[src/rtl/unified_mem_arbiter_if.sv]
// Bundle of the fetch, load/store and shared memory bus signals seen by the arbiter.
// The slave modport is the arbiter's view; master is the pipeline-plus-memory side.
interface unified_mem_arbiter_if #(
  parameter int unsigned ADDR_WIDTH = 32,
  parameter int unsigned DATA_WIDTH = 32
);
  localparam int unsigned BeWidth = DATA_WIDTH / 8;

  logic                  if_req_i;
  logic [ADDR_WIDTH-1:0] if_addr_i;
  logic                  if_rvalid_o;
  logic [DATA_WIDTH-1:0] if_rdata_o;
  logic                  if_stall_o;
  logic                  flush_i;

  logic                  dm_req_i;
  logic                  dm_we_i;
  logic [BeWidth-1:0]    dm_be_i;
  logic [ADDR_WIDTH-1:0] dm_addr_i;
  logic [DATA_WIDTH-1:0] dm_wdata_i;
  logic                  dm_rvalid_o;
  logic [DATA_WIDTH-1:0] dm_rdata_o;
  logic                  dm_stall_o;

  logic                  mem_req_o;
  logic                  mem_we_o;
  logic [BeWidth-1:0]    mem_be_o;
  logic [ADDR_WIDTH-1:0] mem_addr_o;
  logic [DATA_WIDTH-1:0] mem_wdata_o;
  logic                  mem_gnt_i;
  logic                  mem_rvalid_i;
  logic [DATA_WIDTH-1:0] mem_rdata_i;

  modport slave (
    input  if_req_i, if_addr_i, flush_i,
    input  dm_req_i, dm_we_i, dm_be_i, dm_addr_i, dm_wdata_i,
    input  mem_gnt_i, mem_rvalid_i, mem_rdata_i,
    output if_rvalid_o, if_rdata_o, if_stall_o,
    output dm_rvalid_o, dm_rdata_o, dm_stall_o,
    output mem_req_o, mem_we_o, mem_be_o, mem_addr_o, mem_wdata_o
  );

  modport master (
    output if_req_i, if_addr_i, flush_i,
    output dm_req_i, dm_we_i, dm_be_i, dm_addr_i, dm_wdata_i,
    output mem_gnt_i, mem_rvalid_i, mem_rdata_i,
    input  if_rvalid_o, if_rdata_o, if_stall_o,
    input  dm_rvalid_o, dm_rdata_o, dm_stall_o,
    input  mem_req_o, mem_we_o, mem_be_o, mem_addr_o, mem_wdata_o
  );
endinterface

[src/rtl/unified_mem_arbiter.sv]
// Shares one single-ported memory bus between instruction fetch and load/store,
// one outstanding transaction at a time, with a starvation guard for fetch.
module unified_mem_arbiter #(
  parameter int unsigned ADDR_WIDTH   = 32,
  parameter int unsigned DATA_WIDTH   = 32,
  parameter int unsigned STARVE_LIMIT = 4
) (
  input logic                  clk_i,
  input logic                  rst_i,
  unified_mem_arbiter_if.slave bus
);
  localparam int unsigned BeWidth = DATA_WIDTH / 8;

  localparam logic [1:0] StIdle = 2'd0;
  localparam logic [1:0] StReq  = 2'd1;
  localparam logic [1:0] StWait = 2'd2;
  localparam logic [1:0] StResp = 2'd3;

  localparam logic OwnerData  = 1'b0;
  localparam logic OwnerFetch = 1'b1;

  localparam logic [3:0] StarveMax = 4'(STARVE_LIMIT);

  logic [1:0]            state_q, state_d;
  logic                  owner_q, owner_d;
  logic                  flushed_q, flushed_d;
  logic [3:0]            starve_q, starve_d;
  logic                  mem_req_q, mem_req_d;
  logic                  mem_we_q, mem_we_d;
  logic [BeWidth-1:0]    mem_be_q, mem_be_d;
  logic [ADDR_WIDTH-1:0] mem_addr_q, mem_addr_d;
  logic [DATA_WIDTH-1:0] mem_wdata_q, mem_wdata_d;
  logic [DATA_WIDTH-1:0] if_rdata_q, if_rdata_d;
  logic [DATA_WIDTH-1:0] dm_rdata_q, dm_rdata_d;
  logic                  fetch_force;
  logic                  if_rvalid, dm_rvalid;

  always_comb begin
    state_d     = state_q;
    owner_d     = owner_q;
    flushed_d   = flushed_q;
    starve_d    = starve_q;
    mem_req_d   = mem_req_q;
    mem_we_d    = mem_we_q;
    mem_be_d    = mem_be_q;
    mem_addr_d  = mem_addr_q;
    mem_wdata_d = mem_wdata_q;
    if_rdata_d  = if_rdata_q;
    dm_rdata_d  = dm_rdata_q;

    // Fetch has waited through STARVE_LIMIT data grants and now wins outright.
    fetch_force = bus.if_req_i && (starve_q == StarveMax);

    case (state_q)
      StIdle: begin
        if (bus.dm_req_i && !fetch_force) begin
          owner_d     = OwnerData;
          mem_req_d   = 1'b1;
          mem_we_d    = bus.dm_we_i;
          mem_be_d    = bus.dm_be_i;
          mem_addr_d  = bus.dm_addr_i;
          mem_wdata_d = bus.dm_wdata_i;
          state_d     = StReq;
          if (bus.if_req_i) begin
            starve_d = (starve_q == StarveMax) ? starve_q : starve_q + 4'd1;
          end else begin
            starve_d = '0;
          end
        end else if (bus.if_req_i) begin
          owner_d     = OwnerFetch;
          mem_req_d   = 1'b1;
          mem_we_d    = 1'b0;
          mem_be_d    = '1;
          mem_addr_d  = bus.if_addr_i;
          mem_wdata_d = '0;
          starve_d    = '0;
          state_d     = StReq;
        end else begin
          starve_d = '0;
        end
      end
      StReq: begin
        if (bus.flush_i && owner_q == OwnerFetch) flushed_d = 1'b1;
        if (bus.mem_gnt_i) begin
          mem_req_d = 1'b0;
          state_d   = StWait;
        end
      end
      StWait: begin
        if (bus.flush_i && owner_q == OwnerFetch) flushed_d = 1'b1;
        if (bus.mem_rvalid_i) begin
          if (owner_q == OwnerFetch) begin
            if_rdata_d = bus.mem_rdata_i;
          end else begin
            dm_rdata_d = bus.mem_rdata_i;
          end
          state_d = StResp;
        end
      end
      StResp: begin
        flushed_d = 1'b0;
        state_d   = StIdle;
      end
      default: state_d = StIdle;
    endcase
  end

  always_ff @(posedge clk_i or negedge rst_i) begin
    if (!rst_i) begin
      state_q     <= StIdle;
      owner_q     <= OwnerData;
      flushed_q   <= 1'b0;
      starve_q    <= '0;
      mem_req_q   <= 1'b0;
      mem_we_q    <= 1'b0;
      mem_be_q    <= '0;
      mem_addr_q  <= '0;
      mem_wdata_q <= '0;
      if_rdata_q  <= '0;
      dm_rdata_q  <= '0;
    end else begin
      state_q     <= state_d;
      owner_q     <= owner_d;
      flushed_q   <= flushed_d;
      starve_q    <= starve_d;
      mem_req_q   <= mem_req_d;
      mem_we_q    <= mem_we_d;
      mem_be_q    <= mem_be_d;
      mem_addr_q  <= mem_addr_d;
      mem_wdata_q <= mem_wdata_d;
      if_rdata_q  <= if_rdata_d;
      dm_rdata_q  <= dm_rdata_d;
    end
  end

  // A redirect arriving in the response cycle itself still kills the fetch pulse.
  always_comb begin
    if_rvalid = (state_q == StResp) && (owner_q == OwnerFetch) && !flushed_q && !bus.flush_i;
    dm_rvalid = (state_q == StResp) && (owner_q == OwnerData);
  end

  assign bus.if_rvalid_o = if_rvalid;
  assign bus.dm_rvalid_o = dm_rvalid;
  assign bus.if_rdata_o  = if_rdata_q;
  assign bus.dm_rdata_o  = dm_rdata_q;
  // Stalls are forced low while reset is held so every output reads zero.
  assign bus.if_stall_o  = rst_i & bus.if_req_i & ~if_rvalid;
  assign bus.dm_stall_o  = rst_i & bus.dm_req_i & ~dm_rvalid;
  assign bus.mem_req_o   = mem_req_q;
  assign bus.mem_we_o    = mem_we_q;
  assign bus.mem_be_o    = mem_be_q;
  assign bus.mem_addr_o  = mem_addr_q;
  assign bus.mem_wdata_o = mem_wdata_q;
endmodule

[src/flat_wrapper.sv]
// flat-port wrapper written by rule: the top's interface ports become plain ports
module unified_mem_arbiter_flat 
#(
  parameter int unsigned ADDR_WIDTH   = 32,
  parameter int unsigned DATA_WIDTH   = 32,
  parameter int unsigned STARVE_LIMIT = 4
)
  (clk_i, rst_i, bus_if_req_i, bus_if_addr_i, bus_flush_i, bus_dm_req_i, bus_dm_we_i, bus_dm_be_i, bus_dm_addr_i, bus_dm_wdata_i, bus_mem_gnt_i, bus_mem_rvalid_i, bus_mem_rdata_i, bus_if_rvalid_o, bus_if_rdata_o, bus_if_stall_o, bus_dm_rvalid_o, bus_dm_rdata_o, bus_dm_stall_o, bus_mem_req_o, bus_mem_we_o, bus_mem_be_o, bus_mem_addr_o, bus_mem_wdata_o);
  unified_mem_arbiter_if #(.ADDR_WIDTH(ADDR_WIDTH), .DATA_WIDTH(DATA_WIDTH)) bus_i ();
  input logic clk_i;
  input logic rst_i;
  input wire logic [$bits(bus_i.if_req_i)-1:0] bus_if_req_i;
  input wire logic [$bits(bus_i.if_addr_i)-1:0] bus_if_addr_i;
  input wire logic [$bits(bus_i.flush_i)-1:0] bus_flush_i;
  input wire logic [$bits(bus_i.dm_req_i)-1:0] bus_dm_req_i;
  input wire logic [$bits(bus_i.dm_we_i)-1:0] bus_dm_we_i;
  input wire logic [$bits(bus_i.dm_be_i)-1:0] bus_dm_be_i;
  input wire logic [$bits(bus_i.dm_addr_i)-1:0] bus_dm_addr_i;
  input wire logic [$bits(bus_i.dm_wdata_i)-1:0] bus_dm_wdata_i;
  input wire logic [$bits(bus_i.mem_gnt_i)-1:0] bus_mem_gnt_i;
  input wire logic [$bits(bus_i.mem_rvalid_i)-1:0] bus_mem_rvalid_i;
  input wire logic [$bits(bus_i.mem_rdata_i)-1:0] bus_mem_rdata_i;
  output wire logic [$bits(bus_i.if_rvalid_o)-1:0] bus_if_rvalid_o;
  output wire logic [$bits(bus_i.if_rdata_o)-1:0] bus_if_rdata_o;
  output wire logic [$bits(bus_i.if_stall_o)-1:0] bus_if_stall_o;
  output wire logic [$bits(bus_i.dm_rvalid_o)-1:0] bus_dm_rvalid_o;
  output wire logic [$bits(bus_i.dm_rdata_o)-1:0] bus_dm_rdata_o;
  output wire logic [$bits(bus_i.dm_stall_o)-1:0] bus_dm_stall_o;
  output wire logic [$bits(bus_i.mem_req_o)-1:0] bus_mem_req_o;
  output wire logic [$bits(bus_i.mem_we_o)-1:0] bus_mem_we_o;
  output wire logic [$bits(bus_i.mem_be_o)-1:0] bus_mem_be_o;
  output wire logic [$bits(bus_i.mem_addr_o)-1:0] bus_mem_addr_o;
  output wire logic [$bits(bus_i.mem_wdata_o)-1:0] bus_mem_wdata_o;
  assign bus_i.if_req_i = bus_if_req_i;
  assign bus_i.if_addr_i = bus_if_addr_i;
  assign bus_i.flush_i = bus_flush_i;
  assign bus_i.dm_req_i = bus_dm_req_i;
  assign bus_i.dm_we_i = bus_dm_we_i;
  assign bus_i.dm_be_i = bus_dm_be_i;
  assign bus_i.dm_addr_i = bus_dm_addr_i;
  assign bus_i.dm_wdata_i = bus_dm_wdata_i;
  assign bus_i.mem_gnt_i = bus_mem_gnt_i;
  assign bus_i.mem_rvalid_i = bus_mem_rvalid_i;
  assign bus_i.mem_rdata_i = bus_mem_rdata_i;
  assign bus_if_rvalid_o = bus_i.if_rvalid_o;
  assign bus_if_rdata_o = bus_i.if_rdata_o;
  assign bus_if_stall_o = bus_i.if_stall_o;
  assign bus_dm_rvalid_o = bus_i.dm_rvalid_o;
  assign bus_dm_rdata_o = bus_i.dm_rdata_o;
  assign bus_dm_stall_o = bus_i.dm_stall_o;
  assign bus_mem_req_o = bus_i.mem_req_o;
  assign bus_mem_we_o = bus_i.mem_we_o;
  assign bus_mem_be_o = bus_i.mem_be_o;
  assign bus_mem_addr_o = bus_i.mem_addr_o;
  assign bus_mem_wdata_o = bus_i.mem_wdata_o;
  unified_mem_arbiter #(.ADDR_WIDTH(ADDR_WIDTH), .DATA_WIDTH(DATA_WIDTH), .STARVE_LIMIT(STARVE_LIMIT)) u_core (.clk_i(clk_i), .rst_i(rst_i), .bus(bus_i));
endmodule
[config.mk]
export PLATFORM = sky130hd
export DESIGN_NAME = unified_mem_arbiter_flat
export DESIGN_NICKNAME = d
export VERILOG_FILES = /design/src/rtl/unified_mem_arbiter_if.sv /design/src/rtl/unified_mem_arbiter.sv /design/src/flat_wrapper.sv
export SDC_FILE = /design/constraint.sdc
export NUM_CORES = 1
export LEC_CHECK = 0
export CORE_MARGIN = 3
export CORE_UTILIZATION = 40
export CTS_BUF_LIST = sky130_fd_sc_hd__clkbuf_2
export DETAILED_ROUTE_END_ITERATION = 8
export PLACE_DENSITY = 0.83
export SYNTH_ARGS = -nofsm -noshare
export SYNTH_HDL_FRONTEND = slang
export SYNTH_SLANG_ARGS = --single-unit
[constraint.sdc]
create_clock -name clk_i -period 2.27 [get_ports clk_i]
set_clock_uncertainty 0.2 [all_clocks]
set_input_delay 0.454 -clock clk_i [delete_from_list [all_inputs] [get_ports clk_i]]
set_output_delay 0.454 -clock clk_i [all_outputs]
set_load 0.01 [all_outputs]
-- After elaboration in Yosys (flattened, before gate mapping)
Index checks and enable logic that the tools add are counted.
- register bits: 142
- bits in latches: 0
- memory bits (writable): 0
- ROM bits: 0
- output and inout bits: 138
- word-level logic and storage cells: 73
- memories kept: 0
- add/sub/neg operators: 1
- $mul: 0
- div/mod/pow operators: 0
- order comparisons: 0
- equal/unequal tests: 9
- shift-type cells: 0
- multiplexer cells: 23
- bitwise gates (word level): 7
- reductions and logical operators: 22
- operators with widths (cell ; count):
    $mux W32 ; 4
    $mux W4 ; 5
    $reduce_and A3 Y1 ; 4
    $mux W2 ; 4
    $pmux W2 S4 ; 1
    $logic_and A1 B1 Y1 ; 7
    $mux W1 ; 7
    $reduce_and A2 Y1 ; 3
    $reduce_bool A2 Y1 ; 3
    $add A4 B1 Y4 const B ; 1
    $and A1 B1 Y1 ; 4
    $eq A2 B2 Y1 const B ; 2
    $eq A4 B3 Y1 const B ; 1
    $ne A2 B2 Y1 const B ; 2
    $pmux W1 S2 ; 2
    $logic_not A1 Y1 ; 3
    $ne A3 B2 Y1 const B ; 1
    $ne A3 B3 Y1 const B ; 1
    $not A1 Y1 ; 3
    $eq A2 B1 Y1 const B ; 1
    $logic_not A2 Y1 ; 1
    $ne A2 B1 Y1 const B ; 1
    $reduce_or A2 Y1 ; 1

-- Logic depth before layout (Yosys ltp)
- depth in word-level cells: 6
- depth in mapped cells: 8

-- Worst setup path after synthesis
OpenSTA, ideal clock, no wires.
- path kind: reg2reg
- start point: reg u_core.state_q[0]
- end point: reg u_core.state_q[1]
- setup time: 0.128 ns
- arrival time: 1.508 ns
- setup slack: 0.434 ns
- stages on the path, launching flop included: 7
- path buffers: 1
- period minus slack after synthesis: 1.836 ns
- cells stage by stage: dfrtp_1 > inv_1 > ha_1 > buf_2 > nor3b_2 > nor3_1 > mux2_1
- cells in the longest elaborated chain, start to end: 3
- RTL lines (what ; line ; text):
    start: declaration ; unified_mem_arbiter.sv:24 ; logic [1:0] state_q, state_d;
    start signal: assignment ; unified_mem_arbiter.sv:110 ; state_q <= StIdle;
    start signal: assignment ; unified_mem_arbiter.sv:122 ; state_q <= state_d;
    $eq A2 B2 Y1 (tied with other cells) ; unified_mem_arbiter.sv:54 ; case (state_q)
    $ne A2 B2 Y1 (no line) or $ne A3 B2 Y1 (tied branches) ; n/a ;
    $reduce_and A3 Y1 (no line) ; n/a ;
Several ways; a longest one is shown, not always the timed one.
A chain may end at the register's enable or synchronous reset.

-- Final worst setup path
- start point: reg u_core.state_q[1]
- end point: out bus_if_stall_o
- cells in the longest elaborated chain, start to end: 6
- RTL lines (what ; line ; text):
    $eq A2 B2 Y1 ; unified_mem_arbiter.sv:138 ; if_rvalid = (state_q == StResp) && (owner_q == OwnerFetch) && !flushed_q && !bus.flush_i;
    $logic_and A1 B1 Y1 (3 in series) ; unified_mem_arbiter.sv:138 ;
    $not A1 Y1 ; unified_mem_arbiter.sv:147 ; assign bus.if_stall_o = rst_i & bus.if_req_i & ~if_rvalid;
    $and A1 B1 Y1 ; unified_mem_arbiter.sv:147 ;
    end: declaration ; flat_wrapper.sv:25 ; output wire logic [$bits(bus_i.if_stall_o)-1:0] bus_if_stall_o;
No other way between the ends.

==> impl_results.rst <==
.. list-table::
   :header-rows: 1

   * - Metric
     - Value
   * - Result of the run
     - finished, violations left
   * - Violations in the final reports
     - negative setup slack
   * - Weighted congestion at the end of routability-driven global placement
     - 0.821
   * - Internal power of the cells
     - 7010 uW
   * - CTS Root Buffer Type
     - sky130_fd_sc_hd__clkbuf_2
   * - Drt first pass iters
     - 5
   * - Min cycle time layout
     - 2.34 ns
   * - Overall Global Routing Usage
     - 21.5%
   * - Post-Layout Cell Count
     - 970
   * - Start-to-end type of the worst setup path
     - reg2out
   * - Layout Area Growth over Synthesis
     - 58.1%
   * - Rows
     - 43
   * - Uppermost layer routed
     - met5
   * - Share of final-layout standard cells stronger than drive strength 1
     - 11.5%
   * - Gate count of the mapped netlist
     - 465
   * - Final Core Density
     - 65.8%
   * - Vert. Die Dim
     - 127 um
   * - Xor/xnor share of the synthesized area
     - 0%
   * - Leftover overflow at the end of global routing
     - 0
   * - Per-cell via count in the routed design
     - 5.17
   * - Share of synthesized area spent on multiplexers
     - 13.0%
   * - Crit path arrival time
     - 1.69 ns
   * - Worst slew margin
     - 48.4%
   * - Met2 routed WL
     - 8460 um
   * - Total count of max-transition violations in the final report
     - 0
   * - Count of fill cells added during filler insertion
     - 1075
   * - Net switching share of the total power
     - 37.0%
   * - Setup WS post-layout
     - -0.0707 ns
   * - H-tree depth reported by CTS
     - 4
   * - Boundary Pins
     - 278
   * - Sequential element share of the synthesized area
     - 60.6%
   * - Worst endpoint required time
     - 1.62 ns
   * - Startpoint Class
     - flip-flop
   * - Commonest cells after routing, fill and taps aside
     - sky130_fd_sc_hd__dfrtp_1, sky130_fd_sc_hd__clkdlybuf4s50_1, sky130_fd_sc_hd__dlygate4sd2_1
   * - Final cycle utilization of the critical path
     - 103%
   * - Worst-Skew Late Latency
     - 0.70 ns
   * - Mapped cell area
     - 5860 sq um
   * - DPL Wire Length
     - 12500 um
   * - Leak
     - 0.00432 uW
   * - Maximum frequency from static timing analysis
     - 427 MHz
   * - Flip-flop and latch count after synthesis
     - 142
   * - Simple-Gate Fraction of Synth Area
     - 10.5%
   * - Number of buffer cells added on primary ports
     - 277
   * - Worst Path Max Fanout
     - 3
   * - Capturing element type of the critical path
     - primary output
   * - Most common cell after layout, fill and taps aside
     - sky130_fd_sc_hd__dfrtp_1
   * - Total nets after synthesis
     - 612
   * - Max-capacitance violation count
     - 0
   * - Sink count of the clock tree
     - 142
   * - Switching power
     - 4120 uW
   * - Adder-Cell Fraction of Synth Area
     - 1.49%
   * - Total via count in the routed design
     - 5018
   * - Worst voltage drop across the vdd grid
     - 0.609 mV
   * - Clock transition time at the flip-flop clock pins of the worst setup and hold paths
     - 0.23 ns
   * - Part of the total power dissipated in the clock network
     - 13.0%
   * - Wirelength, routed
     - 17400 um
   * - Main combinational cell family by area after synthesis
     - multiplexers
   * - Overall power
     - 11100 uW
   * - Setup Viol. Count Final
     - 3
   * - Power per unit of standard cell area
     - 1200 nW/um^2
   * - Pin count of the biggest net entering global routing
     - 143
   * - CTS tree
     - done
   * - Floorplan Core Area
     - 14100 sq um
   * - Dpl cells
     - 903
   * - Type of the worst min-delay path
     - in2reg
   * - R2R depth
     - 7
   * - Initial antenna violation count
     - 2
   * - Routed met1 length
     - 6820 um
   * - Number of distinct library cells after synthesis
     - 33
   * - Detailed route wirelength on metal3
     - 1720 um
   * - First-pass GRT wire length
     - 27400 um
   * - Buffer depth of the longest clock path
     - 2
   * - Number of nets in the finished design
     - 922
   * - Final hold viol count
     - 0
   * - Wire length per cell after detailed routing
     - 17.9 um
   * - Die area
     - 16100 sq um
   * - Per-instance average area after synthesis
     - 12.6 sq um
   * - Setup repair after global routing missed its margin
     - true
   * - Chip Width
     - 127 um
   * - 1st-iter DRT viols
     - 272
   * - Compound-gate portion of the synthesized area
     - 10.7%
   * - DRC errors left
     - 0
   * - Part of the total power dissipated in sequential elements
     - 39.3%
   * - Proportion of power drawn by combinational gates
     - 47.7%
   * - Ys Warns
     - 0
   * - Worst Tran Pin Value
     - 0.774 ns
   * - Starting utilization of the core area
     - 41.6%
   * - Vias in the first global route
     - 5261
   * - Residual antenna-violating net count after detailed routing
     - 0
   * - WHS Path Cells
     - 3
   * - Cts bufs inserted
     - 17
-- repair_timing --
action,CTS,global route
buffers inserted,25,1
endpoints found under the setup margin,138,5
pin swaps,3,0
gates resized for setup,156,3
hold endpoints to repair,145,3
hold buffers,4,3
-- path summary, 6_finish.rpt --
check,startpoint,end,slack [ns]
worst max-delay path,u_core.state_q[1],bus_if_stall_o,-0.07
worst min-delay path,bus_if_addr_i[13],u_core.bus.mem_addr_o[13],0.08
worst max register to register,u_core.state_q[0],u_core.bus.mem_be_o[0],0.10
worst min register to register,u_core.bus.dm_rdata_o[12],u_core.bus.dm_rdata_o[12],0.31
max in group asynchronous,rst_i,u_core.bus.dm_rdata_o[6],0.98
min in group asynchronous,rst_i,u_core.starve_q[0],0.24
-- registers in the layout, summed over array words and instances (netlist names) --
name / count
u_core.bus.dm_rdata_o: 32
u_core.bus.mem_req_o: 1
u_core.bus.if_rdata_o: 32
u_core.bus.mem_wdata_o: 32
u_core.state_q: 2
u_core.bus.mem_we_o: 1
u_core.bus.mem_addr_o: 32
u_core.owner_q: 1
u_core.starve_q: 4
u_core.flushed_q: 1
u_core.bus.mem_be_o: 4
-- through the flow --
stage	cell area, sq um	setup TNS, ns	hold WS, ns	setup slack (ns)
2_1_floorplan	5860	0	-0.0416	0.434
3_3_place_gp	8910	-0.470	0.273	-0.244
3_5_place_dp	8910	-0.454	0.281	-0.243
4_1_cts	9210	-0.494	0.000540	-0.174
5_1_grt	9270	-0.653	0.00199	-0.217
6_report	9270	-0.146	0.0756	-0.0707
-- cells in the mapped netlist --
library cell                number  area, sq um
sky130_fd_sc_hd__dfrtp_1       142         3550
sky130_fd_sc_hd__nand2_1        69          259
sky130_fd_sc_hd__mux2_1         63          709
sky130_fd_sc_hd__a22o_1         33          289
sky130_fd_sc_hd__nand4_1        33          206
sky130_fd_sc_hd__o211ai_1       32          240
sky130_fd_sc_hd__buf_2          17         85.1
sky130_fd_sc_hd__clkbuf_1       13         48.8
sky130_fd_sc_hd__ha_1            7         87.6
sky130_fd_sc_hd__nor2_1          7         26.3
sky130_fd_sc_hd__inv_1           6         22.5
sky130_fd_sc_hd__nand3_1         5         25.0
sky130_fd_sc_hd__buf_6           4         45.0
sky130_fd_sc_hd__nor2b_1         4         25.0
sky130_fd_sc_hd__o22a_1          4         35.0
sky130_fd_sc_hd__o22ai_1         4         25.0
sky130_fd_sc_hd__buf_1           3         11.3
sky130_fd_sc_hd__mux2_2          3         33.8
sky130_fd_sc_hd__mux2i_1         2         20.0
sky130_fd_sc_hd__a21oi_1         1         5.00
sky130_fd_sc_hd__a2bb2oi_1       1         8.76
sky130_fd_sc_hd__a31oi_1         1         6.26
sky130_fd_sc_hd__and2_1          1         6.26
sky130_fd_sc_hd__and3_1          1         6.26
sky130_fd_sc_hd__buf_4           1         7.51
sky130_fd_sc_hd__nand3b_1        1         7.51
sky130_fd_sc_hd__nand4b_4        1         23.8
sky130_fd_sc_hd__nor3_1          1         5.00
sky130_fd_sc_hd__nor3b_2         1         12.5
sky130_fd_sc_hd__nor4bb_1        1         10.0
sky130_fd_sc_hd__o21a_1          1         7.51
sky130_fd_sc_hd__o21ai_0         1         5.00
sky130_fd_sc_hd__o21ai_1         1         5.00
-- kinds of logic (layout without fill, tap and decap cells) --
logic type	after synthesis	in the layout
AND/OR/NAND/NOR	125	125
other	0	2
AO/OA/AOI/OAI	79	79
flip-flops	142	142
adder cells (fa/ha/maj)	7	7
buffers and inverters	44	367
multiplexers	68	68
-- power groups by stage --
stage	sequential, uW	clock (uW)	combinational [uW]
finish	4380	1450	5310
global route	4530	1620	5740
CTS	4370	1500	5340
detailed placement	4480	0	5800
global placement	4410	0	5650
floorplan	4920	0	1970
-- critical path, stage by stage (launching register included) --
cell and delay [ns]:
sky130_fd_sc_hd__dfrtp_1 0.45, sky130_fd_sc_hd__ha_4 0.19, sky130_fd_sc_hd__nor4bb_4 0.15, sky130_fd_sc_hd__nor2_1 0.09, sky130_fd_sc_hd__buf_2 0.13
-- final cells by class --
cell class | instances | area (sq um) | share of cell area (%)
Sequential cell | 142 | 3550 | 38.3
Timing Repair Buffer | 329 | 3090 | 33.3
Multi-Input combinational cell | 279 | 2140 | 23.1
Tap cell | 180 | 225 | 2.43
Clock inverter | 13 | 139 | 1.50
Clock buffer | 19 | 95.1 | 1.03
Inverter | 6 | 22.5 | 0.243
Antenna cell | 2 | 5.00 | 0.0540
-- routing by layer --
layer,GRT usage [%],vias up
met2,35.8,291
met1,25.7,2388
met3,7.90,28
met4,7.95,2
li1,-,2309
met5,0,-
(Power assumes the default switching activity.)
